[config.mk]
export PLATFORM = sky130hd
export DESIGN_NAME = bfp_frame_normalizer
export DESIGN_NICKNAME = d
export VERILOG_FILES = /design/src/rtl/bfp_frame_normalizer.sv
export SDC_FILE = /design/constraint.sdc
export NUM_CORES = 1
export LEC_CHECK = 0
export CELL_PAD_IN_SITES_DETAIL_PLACEMENT = 0
export CELL_PAD_IN_SITES_GLOBAL_PLACEMENT = 1
export CORE_MARGIN = 2
export CORE_UTILIZATION = 52
export CTS_CLUSTER_DIAMETER = 60
export DETAILED_ROUTE_END_ITERATION = 12
export PLACE_DENSITY_LB_ADDON = 0.1
export RECOVER_POWER = 25
export SYNTH_ARGS = -nofsm -noshare
export SYNTH_HDL_FRONTEND = slang
export SYNTH_SLANG_ARGS = --single-unit
[constraint.sdc]
create_clock -name clk -period 7 [get_ports clk]
set_input_delay 2.1 -clock clk [delete_from_list [all_inputs] [get_ports clk]]
set_output_delay 2.1 -clock clk [all_outputs]
set_load 0.1 [all_outputs]
[src/rtl/bfp_frame_normalizer.sv]
// bfp_frame_normalizer
//   Block-floating-point exponent stage. Buffers one frame of FRAME exponents
//   (LANES per beat), tracks the frame maximum, then replays the frame with
//   every exponent re-biased against that maximum (zero preserved, negative
//   results clamped to zero). The maximum is exported for downstream scaling.
//
// Ports
//   clk        rising-edge clock
//   rst        asynchronous active-high reset
//   in_valid   input beat valid
//   in_ready   block accepts an input beat (high in FILL)
//   in_exp     LANES packed exponents, lane i at [EXP_WIDTH*(i+1)-1 : EXP_WIDTH*i]
//   out_valid  output beat valid (high in DRAIN)
//   out_ready  downstream accepts the output beat
//   out_exp    normalized exponents, same lane packing as in_exp
//   out_last   high on the final beat of a frame
//   frame_max  maximum exponent of the frame being drained
//
// State table
//   FILL  | accepting input beats into the buffer, accumulating the running max
//   DRAIN | replaying buffered beats re-biased against frame_max

module bfp_frame_normalizer #(
  parameter int EXP_WIDTH = 4,
  parameter int LANES     = 8,
  parameter int FRAME     = 64,
  parameter int BIAS      = 8
) (
  input  logic                       clk,
  input  logic                       rst,
  input  logic                       in_valid,
  output logic                       in_ready,
  input  logic [LANES*EXP_WIDTH-1:0] in_exp,
  output logic                       out_valid,
  input  logic                       out_ready,
  output logic [LANES*EXP_WIDTH-1:0] out_exp,
  output logic                       out_last,
  output logic [EXP_WIDTH-1:0]       frame_max
);

  localparam int NB = FRAME / LANES;
  localparam int CW = (NB > 1) ? $clog2(NB) : 1;
  localparam int DW = LANES * EXP_WIDTH;

  localparam logic [CW-1:0]      CNT_LAST = CW'(NB - 1);
  localparam logic [EXP_WIDTH:0] BIAS_X   = (EXP_WIDTH + 1)'(BIAS);

  typedef enum logic {
    FILL  = 1'b0,
    DRAIN = 1'b1
  } state_t;

  // Per-lane re-bias. The extra top bit of t acts as the sign of e+BIAS-m.
  function automatic logic [EXP_WIDTH-1:0] norm_lane(
    input logic [EXP_WIDTH-1:0] e,
    input logic [EXP_WIDTH-1:0] m
  );
    logic [EXP_WIDTH:0] t;
    logic [EXP_WIDTH-1:0] r;
    t = {1'b0, e} + BIAS_X - {1'b0, m};
    if ((e == '0) || t[EXP_WIDTH]) begin
      r = '0;
    end else begin
      r = t[EXP_WIDTH-1:0];
    end
    return r;
  endfunction

  function automatic logic [DW-1:0] norm_beat(
    input logic [DW-1:0]        beat,
    input logic [EXP_WIDTH-1:0] m
  );
    logic [DW-1:0] r;
    r = '0;
    for (int i = 0; i < LANES; i++) begin
      r[i*EXP_WIDTH +: EXP_WIDTH] = norm_lane(beat[i*EXP_WIDTH +: EXP_WIDTH], m);
    end
    return r;
  endfunction

  state_t               state_q, state_d;
  logic [CW-1:0]        cnt_q, cnt_d;
  logic [EXP_WIDTH-1:0] run_max_q, run_max_d;
  logic [EXP_WIDTH-1:0] frame_max_q, frame_max_d;
  logic                 in_ready_q, in_ready_d;
  logic                 out_valid_q, out_valid_d;
  logic                 out_last_q, out_last_d;
  logic [DW-1:0]        out_exp_q, out_exp_d;

  logic [DW-1:0]        beat_mem_q [NB];

  logic                 in_xfer;
  logic                 out_xfer;
  logic                 wr_en;
  logic [CW-1:0]        cnt_inc;
  logic [EXP_WIDTH-1:0] beat_max;

  assign in_xfer  = in_valid && in_ready_q;
  assign out_xfer = out_valid_q && out_ready;
  assign cnt_inc  = cnt_q + CW'(1);

  always_comb begin
    beat_max = '0;
    for (int i = 0; i < LANES; i++) begin
      if (in_exp[i*EXP_WIDTH +: EXP_WIDTH] > beat_max) begin
        beat_max = in_exp[i*EXP_WIDTH +: EXP_WIDTH];
      end
    end
  end

  always_comb begin
    state_d     = state_q;
    cnt_d       = cnt_q;
    run_max_d   = run_max_q;
    frame_max_d = frame_max_q;
    in_ready_d  = in_ready_q;
    out_valid_d = out_valid_q;
    out_last_d  = out_last_q;
    out_exp_d   = out_exp_q;
    wr_en       = 1'b0;

    unique case (state_q)
      FILL: begin
        if (in_xfer) begin
          wr_en = 1'b1;
          if (beat_max > run_max_q) begin
            run_max_d = beat_max;
          end
          if (cnt_q == CNT_LAST) begin
            // The last beat is still in flight to the buffer, but beat 0 was
            // written long ago, so the first output can be prepared now using
            // the max that already includes the last beat's lanes.
            frame_max_d = run_max_d;
            cnt_d       = '0;
            state_d     = DRAIN;
            in_ready_d  = 1'b0;
            out_valid_d = 1'b1;
            out_last_d  = (CNT_LAST == '0);
            out_exp_d   = norm_beat(beat_mem_q[0], run_max_d);
          end else begin
            cnt_d = cnt_inc;
          end
        end
      end

      DRAIN: begin
        if (out_xfer) begin
          if (cnt_q == CNT_LAST) begin
            run_max_d   = '0;
            cnt_d       = '0;
            state_d     = FILL;
            in_ready_d  = 1'b1;
            out_valid_d = 1'b0;
            out_last_d  = 1'b0;
            out_exp_d   = '0;
          end else begin
            // Outputs are registered, so prefetch the next beat on transfer.
            cnt_d      = cnt_inc;
            out_last_d = (cnt_inc == CNT_LAST);
            out_exp_d  = norm_beat(beat_mem_q[cnt_inc], frame_max_q);
          end
        end
      end

      default: begin
        state_d = FILL;
      end
    endcase
  end

  always_ff @(posedge clk or posedge rst) begin
    if (rst) begin
      state_q     <= FILL;
      cnt_q       <= '0;
      run_max_q   <= '0;
      frame_max_q <= '0;
      in_ready_q  <= 1'b1;
      out_valid_q <= 1'b0;
      out_last_q  <= 1'b0;
      out_exp_q   <= '0;
    end else begin
      state_q     <= state_d;
      cnt_q       <= cnt_d;
      run_max_q   <= run_max_d;
      frame_max_q <= frame_max_d;
      in_ready_q  <= in_ready_d;
      out_valid_q <= out_valid_d;
      out_last_q  <= out_last_d;
      out_exp_q   <= out_exp_d;
    end
  end

  // Frame buffer contents are don't-care after reset, so no reset here.
  always_ff @(posedge clk) begin
    if (wr_en) begin
      beat_mem_q[cnt_q] <= in_exp;
    end
  end

  assign in_ready  = in_ready_q;
  assign out_valid = out_valid_q;
  assign out_last  = out_last_q;
  assign out_exp   = out_exp_q;
  assign frame_max = frame_max_q;

endmodule

=== Word level (Yosys, flattened, before mapping) ===
Memory sizes are Yosys's and may differ from the RTL's.
Cells that the tools add are included.

* Register bits after elaboration: 47
* Memory bits (writable): 256
* Input port bits: 36
* Output and inout port bits: 39
* Memories kept: 1

* $add $sub $neg: 33
* Magnitude comparators: 9
* Eq/ne operators: 6
* Multiplexer cells: 60
* Bitwise gates (word level): 1
* Reductions and logical operators: 39

{| class="wikitable"
|+ Memories
! memory !! words !! width !! read ports !! clocked after memory_dff !! wr ports !! line !! source
|-
| beat_mem_q || 8 || 32 || 2 || 0 || 1 || 90 || <nowiki>logic [DW-1:0] beat_mem_q [NB];</nowiki>
|}

{| class="wikitable"
|+ Operators by type and width
! kind !! count
|-
| $mux 32 || 4
|-
| $mux 4 || 30
|-
| $add 4x4->5 const B || 16
|-
| $sub 5x4->5 || 16
|-
| $logic_not 4->1 || 16
|-
| $pmux 32 s2 || 1
|-
| $gt 4x4->1 || 8
|-
| $logic_or 1x1->1 || 16
|-
| $mux 1 || 16
|-
| $mux 3 || 3
|-
| $reduce_and 3->1 || 3
|-
| $pmux 1 s2 || 4
|-
| $pmux 4 s2 || 1
|-
| $eq 3x3->1 const B || 2
|-
| $pmux 3 s2 || 1
|-
| $gt 4x1->1 const B || 1
|-
| $ne 2x1->1 const B || 2
|-
| $ne 2x2->1 const B || 2
|-
| $reduce_and 4->1 || 1
|-
| $add 3x1->3 const B || 1
|-
| $logic_and 1x1->1 || 2
|-
| $reduce_and 2->1 || 1
|-
| $not 1->1 || 1
|}

=== Longest topological paths before layout ===
Gate-level depths: netlist of the first run.

* Depth in word-level cells: 26
* Gate-level depth with buffers: 71
* Mapped depth without buffers: 69

=== Least setup slack after synthesis of the first run ===
Ideal clock, no wire load.

* Kind: input to register
* Start point: in in_exp[1]
* End point: reg out_exp_q[11] (netlist: out_exp[11])
* Data arrival time: 14439 ps
* Required time: 6933 ps
* Path slack: -7506 ps
* Stages on the path: 56
* Cells stage by stage: inv_1 ha_1 a2111oi_4 nor2_1 mux2i_1 ha_1 inv_1 o41a_1 o221ai_1 mux2i_1 inv_1 ha_1 a31o_1 o21bai_1 a221oi_1 mux2_2 inv_1 ha_1 [... 20 more ...] a41o_1 clkbuf_1 inv_1 and2_1 a311oi_2 nand2_2 ha_1 a21oi_1 a41oi_1 mux2i_1 ha_1 ha_1 a21o_1 a21oi_1 xnor2_1 or3_1 o221ai_1 o21a_1

* Word-level cells in the longest chain between the ends: 26

{| class="wikitable"
|+ Ends and longest elaborated chain
! what !! line !! source
|-
| from (decl) || 33 || <nowiki>input logic [LANES*EXP_WIDTH-1:0] in_exp,</nowiki>
|-
| $gt 4x1->1 || 105 || <nowiki>if (in_exp[i*EXP_WIDTH +: EXP_WIDTH] > beat_max) begin</nowiki>
|-
| $mux 4 (*) || 105 ||
|-
| $gt 4x4->1 || 105 ||
|-
| $mux 4 (*) || 105 ||
|-
| $gt 4x4->1 || 105 ||
|-
| $mux 4 (*) || 105 ||
|-
| $gt 4x4->1 || 105 ||
|-
| $mux 4 (*) || 105 ||
|-
| [... 10 more ...] || n/a ||
|-
| $mux 4 (*) || 124 || <nowiki>if (in_xfer) begin</nowiki>
|-
| $mux 4 (*) || 122 || <nowiki>unique case (state_q)</nowiki>
|-
| $sub 5x4->5 (*) || 60 || <nowiki>t = {1'b0, e} + BIAS_X - {1'b0, m};</nowiki>
|-
| $logic_or 1x1->1 || 61 || <nowiki>if ((e == '0) || t[EXP_WIDTH]) begin</nowiki>
|-
| $mux 4 (*) || 61 ||
|-
| $mux 32 (*) || 129 || <nowiki>if (cnt_q == CNT_LAST) begin</nowiki>
|-
| $mux 32 (*) || 124 ||
|-
| $pmux 32 s2 (*) || 122 ||
|-
| to (signal assigned) || 189 || <nowiki>out_exp_q <= out_exp_d;</nowiki>
|-
| to (decl) || 88 || <nowiki>logic [DW-1:0] out_exp_q, out_exp_d;</nowiki>
|}

Mark *: on every way between the ends. The rest lies on a longest branch, timed or not. The select of a mux whose other input is x is not followed.
A chain may end at the register's enable or synchronous reset.

=== Final worst setup path of the first run ===
* Start point: in in_exp[1]
* End point: reg out_exp_q[3] (netlist: out_exp[3])

The elaborated chain is that of the path after synthesis.

==> impl_metrics.toml, run 1 <==
[timing]
setup_ws_ps = -6698
skew_ps = 25.28
report.final.setup_viol = 40
slew_headroom_pct = 28.93
fin_crit_sh_pct = 195.7
clock.fmax_ghz = 0.07300
maxSlewViolCount = 0
worst_pin_slew_ps = 1066
fin_tns_setup_ps = -251570
rsz0062_at_grt = "yes"
min_period_ps = 13700
final_hold_viol_count = 0

[synth]
synthFlopType = "edfxtp_1"
ys_seq_area_share_pct = 54.99
synth_area_leaders = "edfxtp_1 48%, ha_1 10%, mux4_2 8.9%"
synth_top_area_cell = "edfxtp_1"
syn_area_mm2 = 0.01612
synth.top_cell.area_share_pct = 47.69
avgSynthCellArea_um2 = 14.38
yosys_warnings = 0
synth.distinct_cells = 76
synth-edff-count = 256
yosysMostFrequentCell = "edfxtp_1"
ys_top_cells_by_count = "256 x edfxtp_1, 130 x ha_1, 121 x inv_1"
ys_ff_latch = 303
ys_async_sr_fraction_pct = 15.51
synthCells = 1121
synth.net_count = 1303

[route]
finalWirelength_um = 39530
drt-pass1-iter-count = 5
wire_per_inst_um = 21.84
vias_per_cell = 5.728
drt_iter0_markers = 807
remaining_drc_errors = 0
vias = 10368
postRouteAntennaNets = 0

[global_route]
grt_max_degree = 49
use_met2_pct = 37.39
grt.met1_usage_pct = 36.67
grt.busiest_layer = "met2"
grt.total_usage_pct = 24.46
grt_pass1_wl_um = 60770
grt_antenna_before_repair = 0
first_global_vias = 10481
gr-total-overflow = 0
met3_usage_pct = 4.325

[floorplan]
rows = 64
initial_core_util_pct = 52.70
fp.dieW_um = 180.1
core_mm2 = 0.03059
die_h_um = 180.1
die-area_mm2 = 0.03242
io_pins = 75

[clock_network]
cts-root-buf = "clkbuf_16"
numClockSinks = 303
cts_made_buffers = 35
cts_tree = "built"
insertion_delay_ps = 520
h-tree-depth = 2
clk_path_buf_depth = 3
clk_pin_slew_worst_paths_ps = 50

[critical_path]
crit_arrival_ps = 14140
cp_common_cell = "ha_4"
path_class = "input port to flip-flop"
endpoint_kind = "flip-flop"
worstPathMaxFanout = 9
cp-start-kind = "input port"
crit_slowest_cell = "o41a_1"
critPathMaxStageDelay_ps = 420
cp.required_ps = 7440

[final_layout]
drive_gt1_share_pct = 35.01
fin_util_pct = 67.76
fill_cells = 2205
design_area_mm2 = 0.02073
nets = 1571
area_delta_synth_final_pct = 28.60
diodes = 0

[placed_design]
placed_cell_area_mm2 = 0.01892
port_buffers = 74
gp_congestion = 0.8414
dp_hpwl_um = 27730

[hold_path]
min-delay-path-class = "flip-flop to flip-flop"

[outcome]
violations = "negative setup slack"
status = "finished, violations left"

[run]
cap_violations = 0
## worst max-delay path, delay by kind of cell
| kind | cells | cell delay (ps) |
|---|---|---|
| AO/OA/AOI/OAI | 21 | 3950 |
| AND/OR/NAND/NOR | 16 | 2510 |
| adder cells (fa/ha/maj) | 10 | 2370 |
| multiplexers | 8 | 2290 |
| buffers and inverters | 7 | 790 |
| XOR/XNOR | 1 | 80 |
## cell usage in the layout, fill, tap and decap left out, types with 21 or more instances in the layout
| master | count |
|---|---|
| o21a_1 | 21 |
| edfxtp_1 | 256 |
| nand2_1 | 27 |
| ha_4 | 22 |
| inv_1 | 111 |
| buf_4 | 178 |
| clkdlybuf4s50_1 | 66 |
| a21oi_1 | 30 |
| ha_1 | 103 |
| clkbuf_16 | 36 |
| mux4_2 | 64 |
| nor2_1 | 33 |
| dfrtp_1 | 45 |
## routing by layer
metal  wire, µm  vias up  part of all wire (%)
met5          0        -                     0
met4        873        0                   2.2
met3       2315       63                   5.9
met2      17820      298                    45
met1      18510     5183                    47
li1           -     4824                     -
## final cells by class
class,instances,area (µm²),share of cell area (%)
Multi-Input combinational cell,660,7550,36.42
Inverter,122,462.9,2.233
Timing Repair Buffer,267,2242,10.82
Tap cell,396,495.5,2.390
Clock buffer,45,913.4,4.406
Sequential cell,303,8869,42.78
Clock inverter,17,196.4,0.9477
## what timing repair did
action	in CTS	in global routing
hold buffers	0	0
gates cloned	0	1
buffers inserted	11	13
pin swaps	8	39
gates resized for setup	22	104
setup endpoints to repair	40	40
## metrics by stage
step	hold WS, ps	worst slack (ps)	instances
global route	515.7	-7309	1810
global placement	467.5	-7439	1724
detailed placement	483.4	-7677	1724
CTS	493.9	-7036	1797
floorplan	455.4	-6547	1121
finish	490.6	-6698	1810
## cells by family (layout without fill, tap and decap cells)
family / Yosys count / after routing / share of synthesized area (%)
adders and majority gates: 147 / 147 / 12.15
buffers and inverters: 158 / 451 / 3.827
xor gates and xnor gates: 42 / 42 / 2.608
muxes: 111 / 111 / 12.12
AOI/OAI and AO/OA: 194 / 194 / 9.027
and+or+nand+nor: 166 / 166 / 5.278
DFF: 303 / 303 / 54.99
## registers in the layout, summed over array words and instances (netlist names)
name / cells
run_max_q: 4
state_q: 1
frame_max: 4
out_last: 1
out_exp: 32
beat_mem_q: 256
cnt_q: 3
out_valid: 1
in_ready: 1
## final timing paths
check | end | start | slack (ps) | cells after the start
max in group asynchronous | cnt_q[0]$_DFFE_PP0P_ | rst | 4070 | 2
max | out_exp[3]$_DFFE_PP0P_ | in_exp[1] | -6700 | 63
max reg2reg | out_exp[3]$_DFFE_PP0P_ | cnt_q[0]$_DFFE_PP0P_ | 2270 | 13
min in group asynchronous | out_exp[29]$_DFFE_PP0P_ | rst | 2170 | 2
min | out_exp[24]$_DFFE_PP0P_ | out_exp[24]$_DFFE_PP0P_ | 490 | 1
min reg2reg | out_exp[24]$_DFFE_PP0P_ | out_exp[24]$_DFFE_PP0P_ | 490 | 1
Power of run 1 is left out: the tool's default activity adds up to more than one toggle a clock period on the data nets, which glitch-free logic cannot reach.
==> run 2: changes to the inputs <==
--- a/config.mk
+++ b/config.mk
@@ -11,6 +11,7 @@
 export CORE_UTILIZATION = 52
 export CTS_CLUSTER_DIAMETER = 60
 export DETAILED_ROUTE_END_ITERATION = 12
+export GPL_ROUTABILITY_DRIVEN = 0
 export PLACE_DENSITY_LB_ADDON = 0.1
 export RECOVER_POWER = 25
 export SYNTH_ARGS = -nofsm -noshare
==> results of run 2 <==
Final layout, timing and power as in run 1 (identical DEF).
Power of run 2 is left out for the same reason.
==> run 3: changes to the inputs <==
--- a/config.mk
+++ b/config.mk
@@ -17,3 +17,4 @@
 export SYNTH_ARGS = -nofsm -noshare
 export SYNTH_HDL_FRONTEND = slang
 export SYNTH_SLANG_ARGS = --single-unit
+export TNS_END_PERCENT = 1
==> impl_metrics.toml, run 3 (synthesis results as in run 1) <==
[timing]
min_period_ps = 13780
fin_crit_sh_pct = 196.9
worst_pin_slew_ps = 1029
final_hold_viol_count = 0
maxSlewViolCount = 0
skew_ps = 15.22
rsz0062_at_grt = "yes"
report.final.setup_viol = 40
setup_ws_ps = -6783
holdWs_ps = 483.7
clock.fmax_ghz = 0.07255
slew_headroom_pct = 31.30

[floorplan]
io_pins = 75
initial_core_util_pct = 52.70
core_mm2 = 0.03059
fp.dieW_um = 180.1
rows = 64
die_h_um = 180.1
die-area_mm2 = 0.03242

[final_layout]
final_cells = 1855
largest_register_ffs = 256
diodes = 0
mostFrequentLayoutCells = "256 x edfxtp_1, 215 x buf_4, 111 x inv_1"
nets = 1619
fill_cells = 2189
design_area_mm2 = 0.02097
layout_commonest_cell = "edfxtp_1"
drive_gt1_share_pct = 37.15
top_register = "beat_mem_q"
area_delta_synth_final_pct = 30.10

[hold_path]
min-delay-path-class = "flip-flop to flip-flop"

[critical_path]
ff2ff_path_depth = 14
cp_common_cell = "buf_4"
rrSetupSlack_ps = 2220
cp-endpoint = "run_max_q[0]$_DFFE_PP0P_"
crit_arrival_ps = 14190
path_class = "input port to flip-flop"
endpoint_kind = "flip-flop"
r2r-start = "cnt_q[0]$_DFFE_PP0P_"
worstPathMaxFanout = 8
cp.required_ps = 7400
crit_start = "in_exp[1]"
critPathMaxStageDelay_ps = 450
crit_slowest_cell = "o41a_1"
timing.rr.end = "out_exp[14]$_DFFE_PP0P_"
cp-start-kind = "input port"

[route]
wire_per_inst_um = 22.23
finalWirelength_um = 41240
drt-pass1-iter-count = 5
remaining_drc_errors = 0
vias = 10680
drt_iter0_markers = 721
postRouteAntennaNets = 0
vias_per_cell = 5.757

[placed_design]
port_buffers = 74
placed_cell_area_mm2 = 0.01873
dp.cells = 1723
dp_hpwl_um = 26540
pre_cts_ws_ps = -7769

[outcome]
violations = "negative setup slack"
status = "finished, violations left"

[clock_network]
ctsHoldBuffers = 0
numClockSinks = 303
cts_made_buffers = 34
h-tree-depth = 2
insertion_delay_ps = 510
clk_path_buf_depth = 3
cts_tree = "built"
cts-root-buf = "clkbuf_16"
clk_pin_slew_worst_paths_ps = 60

[global_route]
first_global_vias = 10945
grt.total_usage_pct = 25.60
grt_max_degree = 66
grt_antenna_before_repair = 0
gr-total-overflow = 0
grt_pass1_wl_um = 63110

[run]
cap_violations = 0
run 3: changes by cell type in the layout (fill, tap and decap cells not counted), moves of 4 or more:
cell,previous run,this run
o221ai_1,6,1
clkbuf_1,16,24
clkinv_2,1,5
a21oi_2,17,12
o221ai_2,12,16
clkdlybuf4s50_1,66,55
a21oi_1,30,35
buf_4,178,215
dlygate4sd3_1,0,11
run 3: what timing repair did:
action                                 CTS  global route
buffers inserted                        65            11
setup endpoints to repair               40            40
pin swaps                               82            52
gates cloned                             2             0
resized for setup                      142            55
endpoints found under the hold margin    0             0
run 3: metrics by stage:
step	setup TNS [ps]	util [%]
2_1_floorplan	-247810	-
3_3_place_gp	-282780	61.22
3_5_place_dp	-294760	61.22
4_1_cts	-248270	67.85
5_1_grt	-279140	68.56
6_report	-256240	68.56
run 3: cell type report:
cell class	count	area (µm²)	area share, %
Clock buffer	42	902.1	4.302
Clock inverter	16	97.59	0.4654
Multi-Input combinational cell	660	7542	35.96
Inverter	122	467.9	2.231
Timing Repair Buffer	316	2597	12.39
Sequential cell	303	8869	42.29
Tap cell	396	495.5	2.363
run 3: worst min path at each step:
stage	to	from	depth (start not counted)	slack (ps)
finish	in_ready$_DFFE_PP1P_	in_ready$_DFFE_PP1P_	2	480
floorplan	run_max_q[1]$_DFFE_PP0P_	run_max_q[1]$_DFFE_PP0P_	2	460
global route	out_exp[0]$_DFFE_PP0P_	out_exp[0]$_DFFE_PP0P_	1	510
detailed placement	in_ready$_DFFE_PP1P_	in_ready$_DFFE_PP1P_	2	480
CTS	in_ready$_DFFE_PP1P_	in_ready$_DFFE_PP1P_	2	490
global placement	in_ready$_DFFE_PP1P_	in_ready$_DFFE_PP1P_	2	470
run 3: metal layers:
layer	vias up	GRT usage, %	routed length [µm]	share of wire [%]
met5	-	0	0	0
met4	0	8.129	1163	2.8
met3	79	4.507	3144	7.6
met2	420	39.68	18550	45
met1	5269	37.24	18380	45
li1	4912	-	-	-
run 3: critical path: cells and delay by family:
kind	cells	cell delay [ps]
adders and majority gates	8	1610
muxes	7	1850
AOI/OAI and AO/OA	17	3570
and+or+nand+nor	12	1490
buffers and inverters	30	3560
Power of run 3 is left out for the same reason.
